<file path="src/rtl/mem_lsu_if.sv">
// Core-side request/response bundle of the load/store unit.
// The core drives the request; the LSU returns status and load data.
interface mem_lsu_if;
  logic        req;
  logic        wr;
  logic [1:0]  size;
  logic        uns;
  logic [31:0] addr;
  logic [31:0] wdata;
  logic        busy;
  logic        done;
  logic        err;
  logic [31:0] rdata;

  modport master (
    output req, wr, size, uns, addr, wdata,
    input  busy, done, err, rdata
  );

  modport slave (
    input  req, wr, size, uns, addr, wdata,
    output busy, done, err, rdata
  );
endinterface

</file>
<file path="src/rtl/mem_lsu.sv">
// Load/store initiator for a word-wide little-endian RAM; sub-word stores
// are done as read-modify-write on the containing aligned word.
module mem_lsu #(
  parameter int unsigned ADDR_BITS = 12
) (
  input  logic        m_clock,
  input  logic        p_reset,
  mem_lsu_if.slave    core,
  output logic [31:0] mem_addr_r,
  input  logic [31:0] mem_rdata,
  output logic [31:0] mem_addr_w,
  output logic [31:0] mem_wdata,
  output logic        mem_we
);

  typedef enum logic [1:0] {IDLE, RD, WR, DONE} state_t;

  state_t      state;
  logic        wr_q;
  logic        uns_q;
  logic [1:0]  size_q;
  logic [1:0]  lane_q;
  logic [15:0] wdata_q;
  logic [31:0] a_q;
  logic [31:0] wword_q;
  logic [31:0] rdata_q;
  logic        err_q;

  logic        reject;
  logic [7:0]  ld_byte;
  logic [15:0] ld_half;
  logic [31:0] ld_val;
  logic [31:0] merged;

  always_comb begin
    reject = 1'b0;
    case (core.size)
      2'b11:   reject = 1'b1;
      2'b01:   reject = core.addr[0];
      2'b10:   reject = (core.addr[1:0] != 2'b00);
      default: reject = 1'b0;
    endcase
    if ((core.addr >> ADDR_BITS) != '0)
      reject = 1'b1;
  end

  always_comb begin
    case (lane_q)
      2'd0:    ld_byte = mem_rdata[7:0];
      2'd1:    ld_byte = mem_rdata[15:8];
      2'd2:    ld_byte = mem_rdata[23:16];
      default: ld_byte = mem_rdata[31:24];
    endcase
    ld_half = lane_q[1] ? mem_rdata[31:16] : mem_rdata[15:0];
    case (size_q)
      2'b00:   ld_val = uns_q ? {24'h0, ld_byte} : {{24{ld_byte[7]}}, ld_byte};
      2'b01:   ld_val = uns_q ? {16'h0, ld_half} : {{16{ld_half[15]}}, ld_half};
      default: ld_val = mem_rdata;
    endcase
  end

  // Only sub-word stores pass through RD, so size_q is byte or half here.
  always_comb begin
    merged = mem_rdata;
    if (size_q == 2'b00) begin
      case (lane_q)
        2'd0:    merged[7:0]   = wdata_q[7:0];
        2'd1:    merged[15:8]  = wdata_q[7:0];
        2'd2:    merged[23:16] = wdata_q[7:0];
        default: merged[31:24] = wdata_q[7:0];
      endcase
    end else if (lane_q[1]) begin
      merged[31:16] = wdata_q;
    end else begin
      merged[15:0] = wdata_q;
    end
  end

  always_ff @(posedge m_clock or negedge p_reset) begin
    if (!p_reset) begin
      state   <= IDLE;
      wr_q    <= 1'b0;
      uns_q   <= 1'b0;
      size_q  <= '0;
      lane_q  <= '0;
      wdata_q <= '0;
      a_q     <= '0;
      wword_q <= '0;
      rdata_q <= '0;
      err_q   <= 1'b0;
    end else begin
      case (state)
        IDLE: begin
          if (core.req) begin
            wr_q    <= core.wr;
            uns_q   <= core.uns;
            size_q  <= core.size;
            lane_q  <= core.addr[1:0];
            wdata_q <= core.wdata[15:0];
            a_q     <= {core.addr[31:2], 2'b00};
            if (reject) begin
              err_q <= 1'b1;
              state <= DONE;
            end else if (core.wr && core.size == 2'b10) begin
              wword_q <= core.wdata;
              state   <= WR;
            end else begin
              state <= RD;
            end
          end
        end
        RD: begin
          if (wr_q) begin
            wword_q <= merged;
            state   <= WR;
          end else begin
            rdata_q <= ld_val;
            state   <= DONE;
          end
        end
        WR: state <= DONE;
        default: begin
          err_q <= 1'b0;
          state <= IDLE;
        end
      endcase
    end
  end

  assign core.busy  = (state != IDLE);
  assign core.done  = (state == DONE);
  assign core.err   = err_q;
  assign core.rdata = rdata_q;
  assign mem_addr_r = a_q;
  assign mem_addr_w = a_q;
  assign mem_wdata  = wword_q;
  assign mem_we     = (state == WR);

endmodule

</file>
<file path="src/flat_wrapper.sv">
// flat-port wrapper written by rule: the top's interface ports become plain ports
module mem_lsu_flat 
#(
  parameter int unsigned ADDR_BITS = 12
)
  (m_clock, p_reset, mem_addr_r, mem_rdata, mem_addr_w, mem_wdata, mem_we, core_req, core_wr, core_size, core_uns, core_addr, core_wdata, core_busy, core_done, core_err, core_rdata);
  mem_lsu_if core_i ();
  input  logic m_clock;
  input  logic p_reset;
  output logic [31:0] mem_addr_r;
  input  logic [31:0] mem_rdata;
  output logic [31:0] mem_addr_w;
  output logic [31:0] mem_wdata;
  output logic mem_we;
  input wire logic [$bits(core_i.req)-1:0] core_req;
  input wire logic [$bits(core_i.wr)-1:0] core_wr;
  input wire logic [$bits(core_i.size)-1:0] core_size;
  input wire logic [$bits(core_i.uns)-1:0] core_uns;
  input wire logic [$bits(core_i.addr)-1:0] core_addr;
  input wire logic [$bits(core_i.wdata)-1:0] core_wdata;
  output wire logic [$bits(core_i.busy)-1:0] core_busy;
  output wire logic [$bits(core_i.done)-1:0] core_done;
  output wire logic [$bits(core_i.err)-1:0] core_err;
  output wire logic [$bits(core_i.rdata)-1:0] core_rdata;
  assign core_i.req = core_req;
  assign core_i.wr = core_wr;
  assign core_i.size = core_size;
  assign core_i.uns = core_uns;
  assign core_i.addr = core_addr;
  assign core_i.wdata = core_wdata;
  assign core_busy = core_i.busy;
  assign core_done = core_i.done;
  assign core_err = core_i.err;
  assign core_rdata = core_i.rdata;
  mem_lsu #(.ADDR_BITS(ADDR_BITS)) u_core (.m_clock(m_clock), .p_reset(p_reset), .core(core_i), .mem_addr_r(mem_addr_r), .mem_rdata(mem_rdata), .mem_addr_w(mem_addr_w), .mem_wdata(mem_wdata), .mem_we(mem_we));
endmodule
</file>
<file path="config.mk">
export PLATFORM = sky130hd
export DESIGN_NAME = mem_lsu_flat
export DESIGN_NICKNAME = d
export VERILOG_FILES = /design/src/rtl/mem_lsu_if.sv /design/src/rtl/mem_lsu.sv /design/src/flat_wrapper.sv
export SDC_FILE = /design/constraint.sdc
export NUM_CORES = 1
export LEC_CHECK = 0
export CAP_MARGIN = 15
export CORE_MARGIN = 1.5
export CORE_UTILIZATION = 58
export DETAILED_ROUTE_END_ITERATION = 6
export DONT_BUFFER_PORTS = 1
export GPL_ROUTABILITY_DRIVEN = 1
export PLACE_DENSITY = 0.86
export SLEW_MARGIN = 5
export SYNTH_ARGS = -nofsm -noshare
export SYNTH_HDL_FRONTEND = slang
export SYNTH_SLANG_ARGS = --single-unit
</file>
<file path="constraint.sdc">
create_clock -name m_clock -period 1.75 [get_ports m_clock]
set_input_delay 0.175 -clock m_clock [delete_from_list [all_inputs] [get_ports m_clock]]
set_output_delay 0.175 -clock m_clock [all_outputs]
set_load 0.01 [all_outputs]
</file>
==> results.ini, run 1 <==
[outcome]
status = finished with violations
violations = negative hold slack, negative setup slack

[clocking]
clock_path_buffers = 2
cts_root_buf = clkbuf_16
cts.sinks = 119
cts_hold_buf = 70
clk_latency_ns = 0.42
numCtsBuffers = 17
cts_tree = done
ctsHtreeMaxLevel = 4
clkTransAtPathRegs_ns = 0.06

[synth]
synth_area_leaders = dfrtp_1 (45%), mux2_2 (11%), buf_4 (4.2%)
yosysMostFrequentCell = dfrtp_1
yosysWarnings = 0
synth_edf_count = 0
post_synth_and_or_nand_nor_area_fraction = 0.120
synth_xor_area_frac = 0
muxShareOfSynthArea = 0.140
avgSynthCellArea_um2 = 9.76
yosys_register_bits = 119
async_flop_share = 1.00
seq_area_frac_synth = 0.446
yosys.cell_types.count = 45
syn_area_um2 = 6680
synth_top_family_by_area = compound AO/OA/AOI/OAI gates
synth_top_area_frac = 0.446
postSynthCellCount = 685
synth_compound_area_frac = 0.192
dominantRegCellSynth = dfrtp_1
synth_fa_ha_area_frac = 0.00749
synth_top_cells_by_count = dfrtp_1 (119), mux2_2 (66), nand2_1 (58)
synth_top_cell_by_area = dfrtp_1

[setup_path]
crit_type = flop to flop
r2r_cells = 6
timing.rr.start = u_core.state[1]
regToRegEndpoint = u_core.mem_wdata[12]
cp-start-kind = flop
worstPathArrival_ns = 2.41
crit_path_max_fanout = 16
cp.required_ns = 2.09
end_kind = flop
r2r_slack_ns = -0.32

[sta]
period_share = 1.18
relSlewSlack = 0.475
tightest_slew_ns = 0.787
fin_crit_ns = 2.07
fin_ws_ns = -0.318
setup_viol = 54
timing.hold.ws_ns = -0.554
clock_skew_ns = 0.00822
rsz0062_at_grt = true
slew_violations = 0
max_freq_mhz = 484
hold_viol_final = 119

[route]
drt_iter0_markers = 1071
drt-total-wl_um = 26200
first_pass_iters = 6
vias_per_cell = 7.20
vias = 6627
drtAntennaViolNets = 0
drc_errors = 0
post_drt_wl_per_cell_um = 28.5

[run]
cap_violations = 0

[global_route]
grt_max_degree = 120
grt_pass1_wl_um = 34600
grt_usage = 0.391
grt_overflow = 0
antenna_found_initial = 2
grt_pass1_vias = 6090

[floorplan]
core_area_um2 = 11300
die_area_um2 = 12200
die_h_um = 110
pin_count = 235
rows = 39
fp.dieW_um = 110
initial_core_util = 0.590

[worst_hold_path]
hold_path.class = input port to asynchronous set/reset pin

[power_and_ir_drop]
p_leak_nw = 3.83
powerDensity_nw_per_um2 = 2190
peakVddDrop_uv = 1170

[layout]
syn_to_final_growth_pct = 34.3
drive_above_1_share = 0.302
finish.utilization = 0.793
fillCellCount = 619
nets = 869

[placement]
port_buffers = 0
place_ws_ns = -0.296
gp_congestion = 0.921
hpwl_um = 13900

kinds of logic (layout without fill, tap and decap cells):
| family | after synthesis | after routing |
|---|---|---|
| AOI/OAI and AO/OA | 194 | 195 |
| and+or+nand+nor | 164 | 164 |
| DFF | 119 | 119 |
| buffers and inverters | 119 | 205 |
| muxes | 84 | 84 |
| adders and majority gates | 4 | 4 |
| other | 1 | 6 |
worst max-delay path: stages, from the launching register on:
cell and delay (ns):
dfrtp_1 0.41, inv_2 0.09, ha_1 0.23, nor3b_4 0.70, a211oi_1 0.21, buf_4 0.20
a2bb2oi_2 0.16
report_power, final:
group / total (W) / switching, W / internal, W / leakage (nW)
registers: 0.00636 / 0.00218 / 0.00419 / 1.41
logic: 0.00951 / 0.00491 / 0.00460 / 2.13
clock network: 0.00378 / 0.00139 / 0.00238 / 0.287
final cells by class:
class,instances,area [um^2],area share
repair buffers,144,1640,0.182
flip-flops and latches,119,2980,0.332
multi-input cells,451,3430,0.382
well taps,143,179,0.0199
inverters,29,111,0.0124
clock inverters,15,205,0.0229
clock buffers,17,425,0.0474
diodes,2,5.00,0.000558
placed cells by master (no fill, tap or decap), drive strengths merged, types with 7 or more instances in the layout:
cell / instances
a211oi: 16
a21oi: 36
a2bb2oi: 22
a311o: 16
buf: 70
clkbuf: 21
dfrtp: 119
dlygate4sd3: 70
inv: 29
mux2: 66
mux2i: 17
nand2: 58
nand2b: 26
nand3: 33
nor2: 28
o21ai: 53
o221ai: 7
o22ai: 33
worst max path at each step:
stage	start	to	cells after the start
after floorplan	u_core.state[0]	u_core.mem_wdata[30]	8
after global placement	u_core.state[1]	u_core.mem_wdata[12]	6
after detailed placement	u_core.state[1]	u_core.mem_wdata[12]	6
after CTS	u_core.state[0]	u_core.mem_wdata[11]	11
after global routing	u_core.state[0]	u_core.mem_wdata[12]	10
final	u_core.state[1]	u_core.mem_wdata[12]	6
routing by layer:
metal | vias up | track usage | part of all wire
met5 | - | 0 | 0
met4 | 0 | 0.182 | 0.066
met3 | 191 | 0.175 | 0.14
met2 | 683 | 0.604 | 0.45
met1 | 3148 | 0.467 | 0.34
li1 | 2605 | - | -
stage by stage:
step / power [W] / area (um^2) / setup TNS, ns / hold WS [ns] / instances
6_report: 0.0197 / 8980 / -8.15 / -0.554 / 920
5_1_grt: 0.0203 / 8970 / -11.45 / -0.568 / 919
4_1_cts: 0.0179 / 8700 / -4.18 / -0.557 / 907
3_5_place_dp: 0.0131 / 6860 / -5.45 / -0.118 / 788
3_3_place_gp: 0.0128 / 6860 / -3.08 / -0.118 / 788
2_1_floorplan: 0.0113 / 6730 / -0.609 / -0.121 / 688
registers in the layout (all words and copies together) (netlist names):
name,flops
u_core.core.err,1
u_core.core.rdata,32
u_core.lane_q,2
u_core.mem_addr_r,30
u_core.mem_wdata,32
u_core.size_q,2
u_core.state,2
u_core.uns_q,1
u_core.wdata_q,16
u_core.wr_q,1
what timing repair did:
item	CTS	global route
endpoints found under the setup margin	39	86
setup buffers	13	8
hold endpoints to repair	189	119
gates resized for setup	53	38
pin swaps	16	13
cloned	4	6
No activity file was read; power rests on OpenSTA's default activity.
==> inputs of run 2 (changes only) <==
--- a/config.mk
+++ b/config.mk
@@ -6,12 +6,10 @@
 export NUM_CORES = 1
 export LEC_CHECK = 0
 export CAP_MARGIN = 15
-export CORE_MARGIN = 1.5
-export CORE_UTILIZATION = 58
+export CORE_UTILIZATION = 41
 export DETAILED_ROUTE_END_ITERATION = 6
-export DONT_BUFFER_PORTS = 1
 export GPL_ROUTABILITY_DRIVEN = 1
-export PLACE_DENSITY = 0.86
+export PLACE_DENSITY = 0.87
 export SLEW_MARGIN = 5
 export SYNTH_ARGS = -nofsm -noshare
 export SYNTH_HDL_FRONTEND = slang
==> run 2 against run 1 <==
Against the previous run:
- the run ends with negative setup slack left
- setup slack improved by 0.081 ns
- first-iteration DRC count down 15%
- critical path depth is 5 higher
- die area is 38% higher
- clock power rose by 8.2%
==> results.ini, run 2 (same netlist as run 1, synthesis figures left out) <==
[route]
drc_errors = 0  ; unchanged
first_pass_iters = 7  ; +1
drt-total-wl_um = 25000  ; -4.7%
wl_met3_um = 2470  ; -32%
drtAntennaViolNets = 0  ; unchanged
vias_per_cell = 5.90  ; -18%
highest_layer = met4
wl_met2_um = 11600  ; -2.2%
drt-met1-wl_um = 9450  ; +5.2%
post_drt_wl_per_cell_um = 21.5  ; -25%
vias = 6848  ; +3.3%
drt_iter0_markers = 907  ; -15%

[floorplan]
die_h_um = 130  ; +18%
core_area_um2 = 15900  ; +40%
pin_count = 235  ; unchanged
rows = 46  ; +18%
fp.dieW_um = 130  ; +18%
die_area_um2 = 16800  ; +38%
initial_core_util = 0.421  ; -0.170

[global_route]
grt_pass1_wl_um = 38100  ; +9.9%
grt_overflow = 0  ; unchanged
antenna_found_initial = 2  ; unchanged
grt_pass1_vias = 6768  ; +11%
grt_max_degree = 43  ; -64%
grt_usage = 0.302  ; -0.0887

[setup_path]
cp-start-kind = flop
timing.rr.start = u_core.state[0]
r2r_cells = 11  ; +5
worstPathArrival_ns = 2.28  ; -0.13 ns
end_kind = flop
regToRegEndpoint = u_core.mem_wdata[8]
crit_buf_inv = 6  ; +4
max_stage_delay_ns = 0.45  ; -0.25 ns
critPathSlowestCell = dfrtp_1
path_cells = buf_6, inv_4, ha_4, and2_4, nand4_1, buf_6, buf_6, buf_6, o21ai_4, buf_6, a2bb2oi_4
cp.required_ns = 2.05  ; -0.04 ns
cpMostUsedCell = buf_6
crit_type = flop to flop
r2r_slack_ns = -0.24  ; +0.08 ns
crit_path_max_fanout = 8  ; -8
cp_top_family = buffers and inverters

[clocking]
numCtsBuffers = 17  ; unchanged
clock_path_buffers = 2  ; unchanged
clkTransAtPathRegs_ns = 0.06  ; about the same
ctsHtreeMaxLevel = 4  ; unchanged
cts.sinks = 119  ; unchanged
cts_tree = done
cts_root_buf = clkbuf_16
clk_latency_ns = 0.43  ; about the same

[sta]
max_freq_mhz = 503  ; +4.1%
relSlewSlack = 0.612  ; +0.137
rsz0062_at_grt = true
tightest_slew_ns = 0.573  ; -0.213 ns
tns_ns = -7.80  ; +0.354 ns
fin_crit_ns = 1.99  ; -0.0808 ns
fin_ws_ns = -0.237  ; +0.0808 ns
hold_viol_final = 0  ; -100%
clock_skew_ns = 0.0105  ; +0.00225 ns
slew_violations = 0  ; unchanged
period_share = 1.14  ; -0.0462
setup_viol = 72  ; +33%

[layout]
nets = 1037  ; +19%
layout.cells.most_common = clkdlybuf4s50_1
drive_above_1_share = 0.257  ; -0.0453
syn_to_final_growth_pct = 59.1
fillCellCount = 1155  ; +87%
finish.utilization = 0.669  ; -0.124
final_cell_mix = clkdlybuf4s50_1 (226), dfrtp_1 (117), mux2_2 (66)

[power_and_ir_drop]
powerDensity_nw_per_um2 = 2050  ; -6.2%
peakVddDrop_uv = 935  ; -20%
p_leak_nw = 4.48  ; +17%
total_power_w = 0.0218  ; +11%

[placement]
port_buffers = 230  ; +230
hpwl_um = 16500  ; +19%
place_ws_ns = -0.382  ; -0.0856 ns
gp_congestion = 0.900  ; -2.3%

[run]
cap_violations = 0  ; unchanged

[worst_hold_path]
hold_path.class = input port to asynchronous set/reset pin

[outcome]
status = finished with violations
violations = negative setup slack

run 2: cell types whose count changed in the layout (fill, tap and decap cells not counted), moves of 4 or more:
cell             change
o21ai_2              +6
buf_4               +17
dlygate4sd3_1       -69
o21ai_0              -7
clkdlybuf4s50_1    +226
clkinvlp_4           -5
a2bb2oi_1            +4
a2bb2oi_2            -5
run 2: layer usage:
metal,track usage,vias up
met5,0,-
met4,0.168,0
li1,-,2937
met3,0.0751,116
met1,0.383,3315
met2,0.473,480
run 2: worst max-delay path by stage:
stage | startpoint | endpoint | slack [ns] | cells past startpoint
after floorplan | u_core.state[0] | u_core.mem_wdata[30] | -0.03 | 8
after global placement | core_addr[17] | u_core.mem_wdata[19] | -0.30 | 8
after detailed placement | core_addr[19] | u_core.mem_wdata[2] | -0.38 | 8
after CTS | u_core.state[0] | u_core.mem_wdata[2] | -0.15 | 11
after global routing | u_core.state[0] | u_core.mem_wdata[8] | -0.27 | 11
final | u_core.state[0] | u_core.mem_wdata[8] | -0.24 | 11
run 2: cell type report:
type	instances	area, um^2	share of cell area
clock buffers	18	439	0.0413
well taps	216	270	0.0254
repair buffers	313	3180	0.299
multi-input cells	450	3400	0.320
flip-flops and latches	119	2980	0.280
clock inverters	14	245	0.0231
inverters	29	111	0.0105
diodes	2	5.00	0.000471
run 2: power breakdown:
group / leakage [nW] / switching, W / total, W / internal, W
logic: 2.74 / 0.00582 / 0.0124 / 0.00653
registers: 1.41 / 0.00120 / 0.00539 / 0.00419
clock network: 0.332 / 0.00136 / 0.00409 / 0.00272
run 2: repair_timing:
action	4_1_cts	5_1_grt
gates cloned	4	1
hold buffers	1	0
endpoints found under the hold margin	32	0
buffers inserted	14	2
setup endpoints to repair	43	101
gates resized for setup	47	48
pin swaps	8	6
run 2: per-stage QoR:
stage,area (um^2),hold slack [ns],instances
3_5_place_dp,9420,0.166,1111
5_1_grt,10600,0.295,1160
3_3_place_gp,9420,0.162,1111
2_1_floorplan,6730,-0.121,688
4_1_cts,10500,0.278,1162
6_report,10600,0.261,1161
